### src/rtl/reg_arb_pkg.sv
// reg_arb_pkg: shared definitions for reg_access_arbiter.
//   FS_*        : FunSel encodings understood by the shared 16-bit register
//   arb_state_t : arbiter FSM states
package reg_arb_pkg;

  localparam logic [1:0] FS_DEC  = 2'b00;
  localparam logic [1:0] FS_INC  = 2'b01;
  localparam logic [1:0] FS_LOAD = 2'b10;
  localparam logic [1:0] FS_CLR  = 2'b11;

  typedef enum logic [1:0] {IDLE, ISSUE, RESP} arb_state_t;

endpackage

### src/rtl/rr_picker.sv
// rr_picker: combinational round-robin priority encoder.
//   i_req  : request vector
//   i_ptr  : index of the last grant; search starts at i_ptr+1 and wraps
//   o_idx  : first requesting index found
//   o_any  : at least one request present
module rr_picker
  import reg_arb_pkg::*;
#(
  parameter int NUM_REQ = 4,
  parameter int ID_W    = 2
) (
  input  logic [NUM_REQ-1:0] i_req,
  input  logic [ID_W-1:0]    i_ptr,
  output logic [ID_W-1:0]    o_idx,
  output logic               o_any
);

  // Walk from farthest to nearest so the nearest hit after i_ptr wins.
  always_comb begin
    int c;
    o_idx = '0;
    o_any = 1'b0;
    c     = 0;
    for (int k = NUM_REQ; k >= 1; k--) begin
      c = (int'(i_ptr) + k) % NUM_REQ;
      if (i_req[ID_W'(c)]) begin
        o_idx = ID_W'(c);
        o_any = 1'b1;
      end
    end
  end

endmodule

### src/rtl/reg_access_arbiter.sv
// reg_access_arbiter: round-robin arbiter sharing one external register
// (E/FunSel/I/Q) among NUM_REQ requesters. Each op: grant (IDLE) ->
// drive register for one cycle (ISSUE) -> capture RegQ and respond (RESP).
//   i_Clock, i_Reset        : clock, asynchronous active-high reset
//   i_ReqValid/FunSel/Data  : per-requester op, slice i belongs to requester i
//   i_ReqLock               : per-requester lock request (REG_ARB_LOCK_EN only)
//   o_ReqReady              : one-hot completion pulse
//   o_RegE/FunSel/I, i_RegQ : shared register interface
//   o_RespValid/Data/Id     : response pulse with post-op register value
//   o_Busy                  : high in ISSUE and RESP
// Optional macro REG_ARB_LOCK_EN: a requester holding ReqLock at RESP is
// re-granted in the next IDLE cycle if it is still requesting.
module reg_access_arbiter
  import reg_arb_pkg::*;
#(
  parameter int NUM_REQ = 4,
  parameter int DATA_W  = 16,
  parameter int ID_W    = 2
) (
  input  logic                      i_Clock,
  input  logic                      i_Reset,
  input  logic [NUM_REQ-1:0]        i_ReqValid,
  input  logic [2*NUM_REQ-1:0]      i_ReqFunSel,
  input  logic [DATA_W*NUM_REQ-1:0] i_ReqData,
`ifdef REG_ARB_LOCK_EN
  input  logic [NUM_REQ-1:0]        i_ReqLock,
`endif
  output logic [NUM_REQ-1:0]        o_ReqReady,
  output logic                      o_RegE,
  output logic [1:0]                o_RegFunSel,
  output logic [DATA_W-1:0]         o_RegI,
  input  logic [DATA_W-1:0]         i_RegQ,
  output logic                      o_RespValid,
  output logic [DATA_W-1:0]         o_RespData,
  output logic [ID_W-1:0]           o_RespId,
  output logic                      o_Busy
);

  arb_state_t          r_state, w_state_nxt;
  logic [ID_W-1:0]     r_ptr, w_ptr_nxt;
  logic [ID_W-1:0]     r_id, w_id_nxt;
  logic [1:0]          w_fs_nxt;
  logic [DATA_W-1:0]   w_data_nxt;
  logic                w_rege_nxt;
  logic [NUM_REQ-1:0]  w_ready_nxt;
  logic                w_rvalid_nxt;
  logic [DATA_W-1:0]   w_rdata_nxt;
  logic [ID_W-1:0]     w_rid_nxt;
  logic                w_busy_nxt;

  logic [ID_W-1:0]     w_pick_idx;
  logic                w_pick_any;
  logic                w_take_lock;
  logic [ID_W-1:0]     w_gnt;
  logic                w_go;

  rr_picker #(.NUM_REQ(NUM_REQ), .ID_W(ID_W)) u_pick (
    .i_req (i_ReqValid),
    .i_ptr (r_ptr),
    .o_idx (w_pick_idx),
    .o_any (w_pick_any)
  );

`ifdef REG_ARB_LOCK_EN
  logic r_lock, w_lock_nxt;
  assign w_take_lock = r_lock && i_ReqValid[r_id];
`else
  assign w_take_lock = 1'b0;
`endif

  assign w_gnt = w_take_lock ? r_id : w_pick_idx;
  assign w_go  = w_take_lock | w_pick_any;

  always_comb begin
    w_state_nxt  = r_state;
    w_ptr_nxt    = r_ptr;
    w_id_nxt     = r_id;
    w_fs_nxt     = o_RegFunSel;
    w_data_nxt   = o_RegI;
    w_rege_nxt   = 1'b0;
    w_ready_nxt  = '0;
    w_rvalid_nxt = 1'b0;
    w_rdata_nxt  = o_RespData;
    w_rid_nxt    = o_RespId;
`ifdef REG_ARB_LOCK_EN
    w_lock_nxt   = r_lock;
`endif
    case (r_state)
      IDLE: begin
`ifdef REG_ARB_LOCK_EN
        // Lock is consumed (or dropped) here; RESP re-arms it.
        w_lock_nxt = 1'b0;
`endif
        if (w_go) begin
          w_state_nxt = ISSUE;
          w_id_nxt    = w_gnt;
          // A locked re-grant leaves RR order untouched.
          w_ptr_nxt   = w_take_lock ? r_ptr : w_gnt;
          w_fs_nxt    = i_ReqFunSel[2*int'(w_gnt) +: 2];
          w_data_nxt  = i_ReqData[DATA_W*int'(w_gnt) +: DATA_W];
          w_rege_nxt  = 1'b1;
        end
      end
      ISSUE: begin
        w_state_nxt = RESP;
      end
      RESP: begin
        // The register updated at the ISSUE->RESP edge, so RegQ now holds
        // the post-op value.
        w_state_nxt  = IDLE;
        w_rvalid_nxt = 1'b1;
        w_rdata_nxt  = i_RegQ;
        w_rid_nxt    = r_id;
        w_ready_nxt  = NUM_REQ'(1) << r_id;
`ifdef REG_ARB_LOCK_EN
        w_lock_nxt   = i_ReqLock[r_id];
`endif
      end
      default: w_state_nxt = IDLE;
    endcase
    w_busy_nxt = (w_state_nxt != IDLE);
  end

  always_ff @(posedge i_Clock or posedge i_Reset) begin
    if (i_Reset) begin
      r_state     <= IDLE;
      r_ptr       <= ID_W'(NUM_REQ - 1);
      r_id        <= '0;
      o_RegE      <= 1'b0;
      o_RegFunSel <= 2'b00;
      o_RegI      <= '0;
      o_ReqReady  <= '0;
      o_RespValid <= 1'b0;
      o_RespData  <= '0;
      o_RespId    <= '0;
      o_Busy      <= 1'b0;
`ifdef REG_ARB_LOCK_EN
      r_lock      <= 1'b0;
`endif
    end else begin
      r_state     <= w_state_nxt;
      r_ptr       <= w_ptr_nxt;
      r_id        <= w_id_nxt;
      o_RegE      <= w_rege_nxt;
      o_RegFunSel <= w_fs_nxt;
      o_RegI      <= w_data_nxt;
      o_ReqReady  <= w_ready_nxt;
      o_RespValid <= w_rvalid_nxt;
      o_RespData  <= w_rdata_nxt;
      o_RespId    <= w_rid_nxt;
      o_Busy      <= w_busy_nxt;
`ifdef REG_ARB_LOCK_EN
      r_lock      <= w_lock_nxt;
`endif
    end
  end

endmodule

### config.mk
export PLATFORM = sky130hd
export DESIGN_NAME = reg_access_arbiter
export DESIGN_NICKNAME = d
export VERILOG_FILES = /design/src/rtl/reg_arb_pkg.sv /design/src/rtl/rr_picker.sv /design/src/rtl/reg_access_arbiter.sv
export SDC_FILE = /design/constraint.sdc
export NUM_CORES = 1
export LEC_CHECK = 0
export BUFFER_PORTS_ARGS = -buffer_cell sky130_fd_sc_hd__buf_2
export CAP_MARGIN = 20
export CORE_MARGIN = 4
export CORE_UTILIZATION = 43
export DETAILED_ROUTE_END_ITERATION = 16
export PLACE_DENSITY_LB_ADDON = 0.15
export SETUP_SLACK_MARGIN = 0.3
export SYNTH_ARGS = -nofsm -noshare
export SYNTH_HDL_FRONTEND = slang
export SYNTH_SLANG_ARGS = --single-unit
export TNS_END_PERCENT = 30
### constraint.sdc
create_clock -name i_Clock -period 2 [get_ports i_Clock]
set_input_delay 0 -clock i_Clock [delete_from_list [all_inputs] [get_ports i_Clock]]
set_output_delay 0 -clock i_Clock [all_outputs]
set_load 0.005 [all_outputs]
; Word-level counts from Yosys, hierarchy flattened
; Cells that the tools add are included.
[totals]
regBits = 49
out_inout_bits = 43
[op_classes]
addsub = 4
order_cmp = 4
eq_ne = 2
shifts = 3
mux = 26
reduce_logical = 3
[ops]
columns = op, n
row1 = $shiftx A64 B7 Y16, 1
row2 = $lt A2 B4 Y1 const B, 4
row3 = $mux W1, 15
row4 = $mux W2, 5
row5 = $bmux W1 S2, 4
row6 = $shiftx A8 B4 Y2, 1
row7 = $add A2 B1 Y2 const B, 2
row8 = $add A2 B2 Y2 const B, 2
row9 = $mux W4, 1
row10 = $pmux W2 S2, 1
row11 = $shl A1 B2 Y4 const A, 1
row12 = $eq A2 B1 Y1 const B, 1
row13 = $eq A2 B2 Y1 const B, 1
row14 = $logic_not A2 Y1, 1
row15 = $reduce_and A2 Y1, 1
row16 = $reduce_bool A2 Y1, 1

; Depth between registers and ports, before layout
[depth]
ltp_word = 11
mapped_depth = 7

; Cells and area by module
; From an unflattened synthesis, not the netlist that was laid out.
[unflattened]
hier_cells = 140
hier_area_um2 = 2396.0
[by_module_without_submodules]
columns = mod, n_inst, cells_per_inst, area_per_inst_um2
row1 = reg_access_arbiter, 1, 126, 2304.7
row2 = rr_picker, 1, 14, 91.3

; Least setup slack after synthesis
; No wires, ideal clock.
[synth_path]
path_type = reg2reg
startpoint = register r_ptr[0]
endpoint = register o_RegFunSel[0]
setup_time_ns = 0.138
t_arrival_ns = 1.559
setup_slack_ns = 0.303
stages_incl_launch_ff = 8
n_path_buf = 2
synth_period_minus_slack_ns = 1.697
cell_sequence = dfstp_2 -> nand2b_1 -> o21ai_1 -> a211oi_2 -> buf_6 -> buf_12 -> mux2i_1 -> o221ai_1
[synth_via]
elab_chain_cells = 9
word_cells_on_any_way = 26
[synth_rtl]
columns = element, line
row1 = from (decl), reg_access_arbiter.sv:40  ; logic [ID_W-1:0] r_ptr, w_ptr_nxt;
row2 = from (signal assigned), reg_access_arbiter.sv:127  ; r_ptr <= ID_W'(NUM_REQ - 1);
row3 = from (signal assigned), reg_access_arbiter.sv:142  ; r_ptr <= w_ptr_nxt;
row4 = $add A2 B1 Y2, rr_picker.sv:25  ; c = (int'(i_ptr) + k) % NUM_REQ;
row5 = $bmux W1 S2, rr_picker.sv:26  ; if (i_req[ID_W'(c)]) begin
row6 = $mux W1 (implied by the code) (2 in a row), rr_picker.sv:26
row7 = $mux W2 / $mux W1 (equally long branches) (4 in a row), rr_picker.sv:26
row8 = $shiftx A8 B4 Y2 / $reduce_and A2 Y1 (equally long branches), -
row9 = to (signal assigned), reg_access_arbiter.sv:145  ; o_RegFunSel <= w_fs_nxt;
row10 = to (decl), reg_access_arbiter.sv:30  ; output logic [1:0] o_RegFunSel,
; Parallel ways exist; a longest one is shown, timed or not. The select of a mux whose other input is x is not followed.
; A chain may end at the register's enable or synchronous reset.

; Worst setup path after layout
[layout_path]
startpoint = register r_ptr[0]
endpoint = register o_RegI[13]
[layout_via]
elab_chain_cells = 9
word_cells_on_any_way = 26
[layout_rtl]
columns = element, line
row1 = $add A2 B1 Y2, rr_picker.sv:25
row2 = $bmux W1 S2, rr_picker.sv:26
row3 = $mux W1 (implied by the code) (2 in a row), rr_picker.sv:26
row4 = $mux W2 / $mux W1 (equally long branches) (4 in a row), rr_picker.sv:26
row5 = $shiftx A64 B7 Y16 / $reduce_and A2 Y1 (equally long branches), -
row6 = to (signal assigned), reg_access_arbiter.sv:146  ; o_RegI <= w_data_nxt;
row7 = to (decl), reg_access_arbiter.sv:31  ; output logic [DATA_W-1:0] o_RegI,
; Parallel ways exist; a longest one is shown, timed or not. The select of a mux whose other input is x is not followed.

==> summary.md <==
| Metric | Value |
|---|---|
| Initial Utilization | 44.7% |
| Total die area | 6610 um2 |
| Core area | 5170 um2 |
| Clock Tree Root | clkbuf_8 |
| Clock slew at reported path FFs | 0.08 ns |
| Skew-Pair Late Insertion Delay | 0.29 ns |
| Final setup viols | 0 |
| Synthesized area per cell | 10.4 um2 |
| DR vias | 2,192 |
| Detailed Routing Iterations Pass 1 | 4 |
| Final min period | 1.84 ns |
| Maximum clock path buffer count | 2 |
| Run status | complete, no violations |
| Min-delay src | i_ReqFunSel[3] |
| Worst hold path class | in2reg |
| Area growth syn-to-layout | 50.1% |
| Hpwl dp | 4420 um |
| Top cells by area, synth | dfrtp_1 (51%), mux2i_1 (16%), nand2_1 (13%) |
| RD Place Congestion | 0.730 |
| Max cap viols | 0 |
| CP max-delay cell | dfstp_2 |
| Largest net degree at the start of global routing | 21 |
| Sink Count | 49 |
| Total GRT Usage | 19.7% |
| Hold Fails Final Rpt | 0 |
| Max stage delay on crit path | 0.56 ns |
| Mapped Area | 2310 um2 |
| Startpoint types | flip-flop |
| Synth cell types | 25 |
| Final nets | 481 |
| Fmax | 544 MHz |
| Seq/Total Area, Yosys | 53.2% |
| Grt ovf | 0 |
| Vias in the first global route | 2,160 |
| Worst r2r src | r_ptr[0]$_DFFE_PP1P_ |
| Unrepaired setup endpoints after global routing | true |
| Antenna-violating nets left | 0 |
| Worst hold endpoint | o_RegFunSel[1]$_DFFE_PP0P_ |
| Clk pwr share | 12.2% |
| CTS buffer count | 5 |
| FF-to-FF path depth | 8 |
| Final wirelength | 6300 um |
| Via density | 4.79 |
| CP arrival | 2.01 ns |
| Worst Hold Depth | 3 |
| CTS tree | built |
| CP most frequent cell | buf_6 |
| First-pass GRT wire length | 9950 um |
| Initial DRC count | 95 |
| Peak fanout along the critical path | 8 |
| IO buf count | 136 |
| CP Depth | 8 |
| Post-synth top area cell | dfrtp_1 |
| Slew Viols, Final | 0 |
| ANT cells | 0 |
| Sequential Power Share | 37.0% |
| Combinational power share | 50.8% |
| Die Wd | 81.3 um |
| Residual DRC | 0 |
| FF-to-FF setup slack | 0.16 ns |
| Crit path cell chain | nand2b_4, o21ai_2, a211oi_4, buf_6, buf_6, buf_8, mux2i_1, o221ai_1 |
| Initial antenna violation count | 0 |
| Core Rows | 26 |
| Sum of negative setup slack | 0 ns |
| Die Y-Extent | 81.3 um |
| Crit path max-delay family | flip-flops |
| Setup crit end kind | flip-flop |
| Pwr per Cell Area | 1340 nW/um2 |
| Internal Power | 2.93 mW |
| Synth warn | 0 |
| VDD IR-drop max | 0.666 mV |
| Final period utilization | 92.0% |
| Share of layout cells above drive strength 1 | 44.3% |
| # H-tree levels | 2 |
| Post-DP Area | 3060 um2 |
| Syn Nets | 317 |
| Multi-input logic area | 992 um2 |
| Final Skew | 0.00776 ns |
| Worst Path Buf+Inv | 3 |
| Crit Path Category | reg2reg |
| Worst-Margin Slew | 0.603 ns |
| FF/Latch Area | 1230 um2 |
| Design area | 3470 um2 |
| Final Total Pwr | 4.66 mW |
| Cells after Synth | 223 |
| CP required | 2.17 ns |
| FILL cells | 437 |
| WL/cell | 13.8 um |
| Leakage | 1.94 nW |
| Worst r2r dst | o_RegI[13]$_DFFE_PP0P_ |
| IO Pins | 137 |
| Sw frac | 37.1% |
| Most frequent cells in the layout | buf_2 (136), nand2_1 (77), dfrtp_1 (47) |
| Commonest non-fill, non-tap cell in the layout | buf_2 |
| Post-Route Utilization | 67.0% |
| Worst rel slew slack | 59.8% |
| Total of flip-flops plus latches after synthesis | 49 |
| P_sw | 1.73 mW |
| Yosys top cell area share | 50.9% |
[worst max-delay path by stage]
stage                                    start  slack (ns)                          to
after floorplan           r_ptr[0]$_DFFE_PP1P_        0.30  o_RegFunSel[0]$_DFFE_PP0P_
after detailed placement  r_ptr[0]$_DFFE_PP1P_        0.06       o_RegI[2]$_DFFE_PP0P_
final                     r_ptr[0]$_DFFE_PP1P_        0.16      o_RegI[13]$_DFFE_PP0P_
after global placement    r_ptr[0]$_DFFE_PP1P_        0.13       o_RegI[2]$_DFFE_PP0P_
after CTS                 r_ptr[0]$_DFFE_PP1P_        0.17      o_RegI[11]$_DFFE_PP0P_
after global routing      r_ptr[0]$_DFFE_PP1P_        0.07      o_RegI[11]$_DFFE_PP0P_
[final cells by class]
class | instances | area share [%]
repair buffers | 170 | 30.3
flip-flops and latches | 49 | 35.5
well taps | 70 | 2.53
clock buffers | 6 | 2.09
clock inverters | 2 | 0.469
inverters | 5 | 0.542
multi-input cells | 156 | 28.6
[metrics by stage]
stage	setup slack, ns	instances	hold WS, ns
detailed placement	0.0640	425	-0.00787
floorplan	0.303	223	0.105
finish	0.161	458	0.00836
global placement	0.129	425	-0.0163
CTS	0.168	457	0.00826
global route	0.0722	458	0.0136
[power by group through the flow]
stage	clock network, mW	logic (mW)	registers, mW
after floorplan	0	1.32	1.76
after global placement	0	2.04	1.73
after detailed placement	0	2.11	1.73
after CTS	0.588	2.39	1.72
after global routing	0.638	2.63	1.79
final	0.568	2.37	1.72
[layer usage]
layer | GRT usage (%) | part of all wire [%] | wire, um | up-vias
li1 | - | - | - | 1090
met1 | 24.8 | 41 | 2550 | 1017
met2 | 34.0 | 50 | 3180 | 79
met3 | 5.10 | 8.1 | 512 | 6
met4 | 4.56 | 0.84 | 53 | 0
met5 | 0 | 0 | 0 | -
[tightest hold or removal path, cell delays in order]
cell	delay, ns
buf_2	0.07
mux2i_1	0.05
o221ai_1	0.13
[state kept, by name, indices dropped and copies added, names as in the netlist, 2 cells and up]
register,count
o_RespData,16
r_ptr,2
o_RespId,2
r_state,2
o_RegI,16
o_ReqReady,4
o_RegFunSel,2
r_id,2
[what timing repair did]
item                       in CTS  in global routing
hold buffers                   17                  0
setup endpoints to repair      18                 18
hold endpoints to repair       31                  0
resized for setup              12                  1
cloned                          2                  0
buffers inserted                5                  1
pin swaps                       6                  4
[cells in the mapped netlist (all sizes together)]
master and instances:
a211o 1, a211oi 1, a21oi 3, and3 1, buf 6, bufbuf 1
clkbuf 6, dfrtp 47, dfstp 2, inv 5, mux2i 36, nand2 77
nand2b 4, nand3b 1, nor2 6, nor2b 1, nor3 2, nor3b 1
o21ai 1, o221ai 19, or2 2
[logic make-up (layout without fill, tap and decap cells)]
logic type,after synthesis,count (layout),synth area share (%)
simple gates,95,95,16.7
flops,49,49,53.2
mux,36,36,15.6
compound gates,25,25,8.99
buf+inv,18,183,5.47
(Power assumes the default switching activity.)
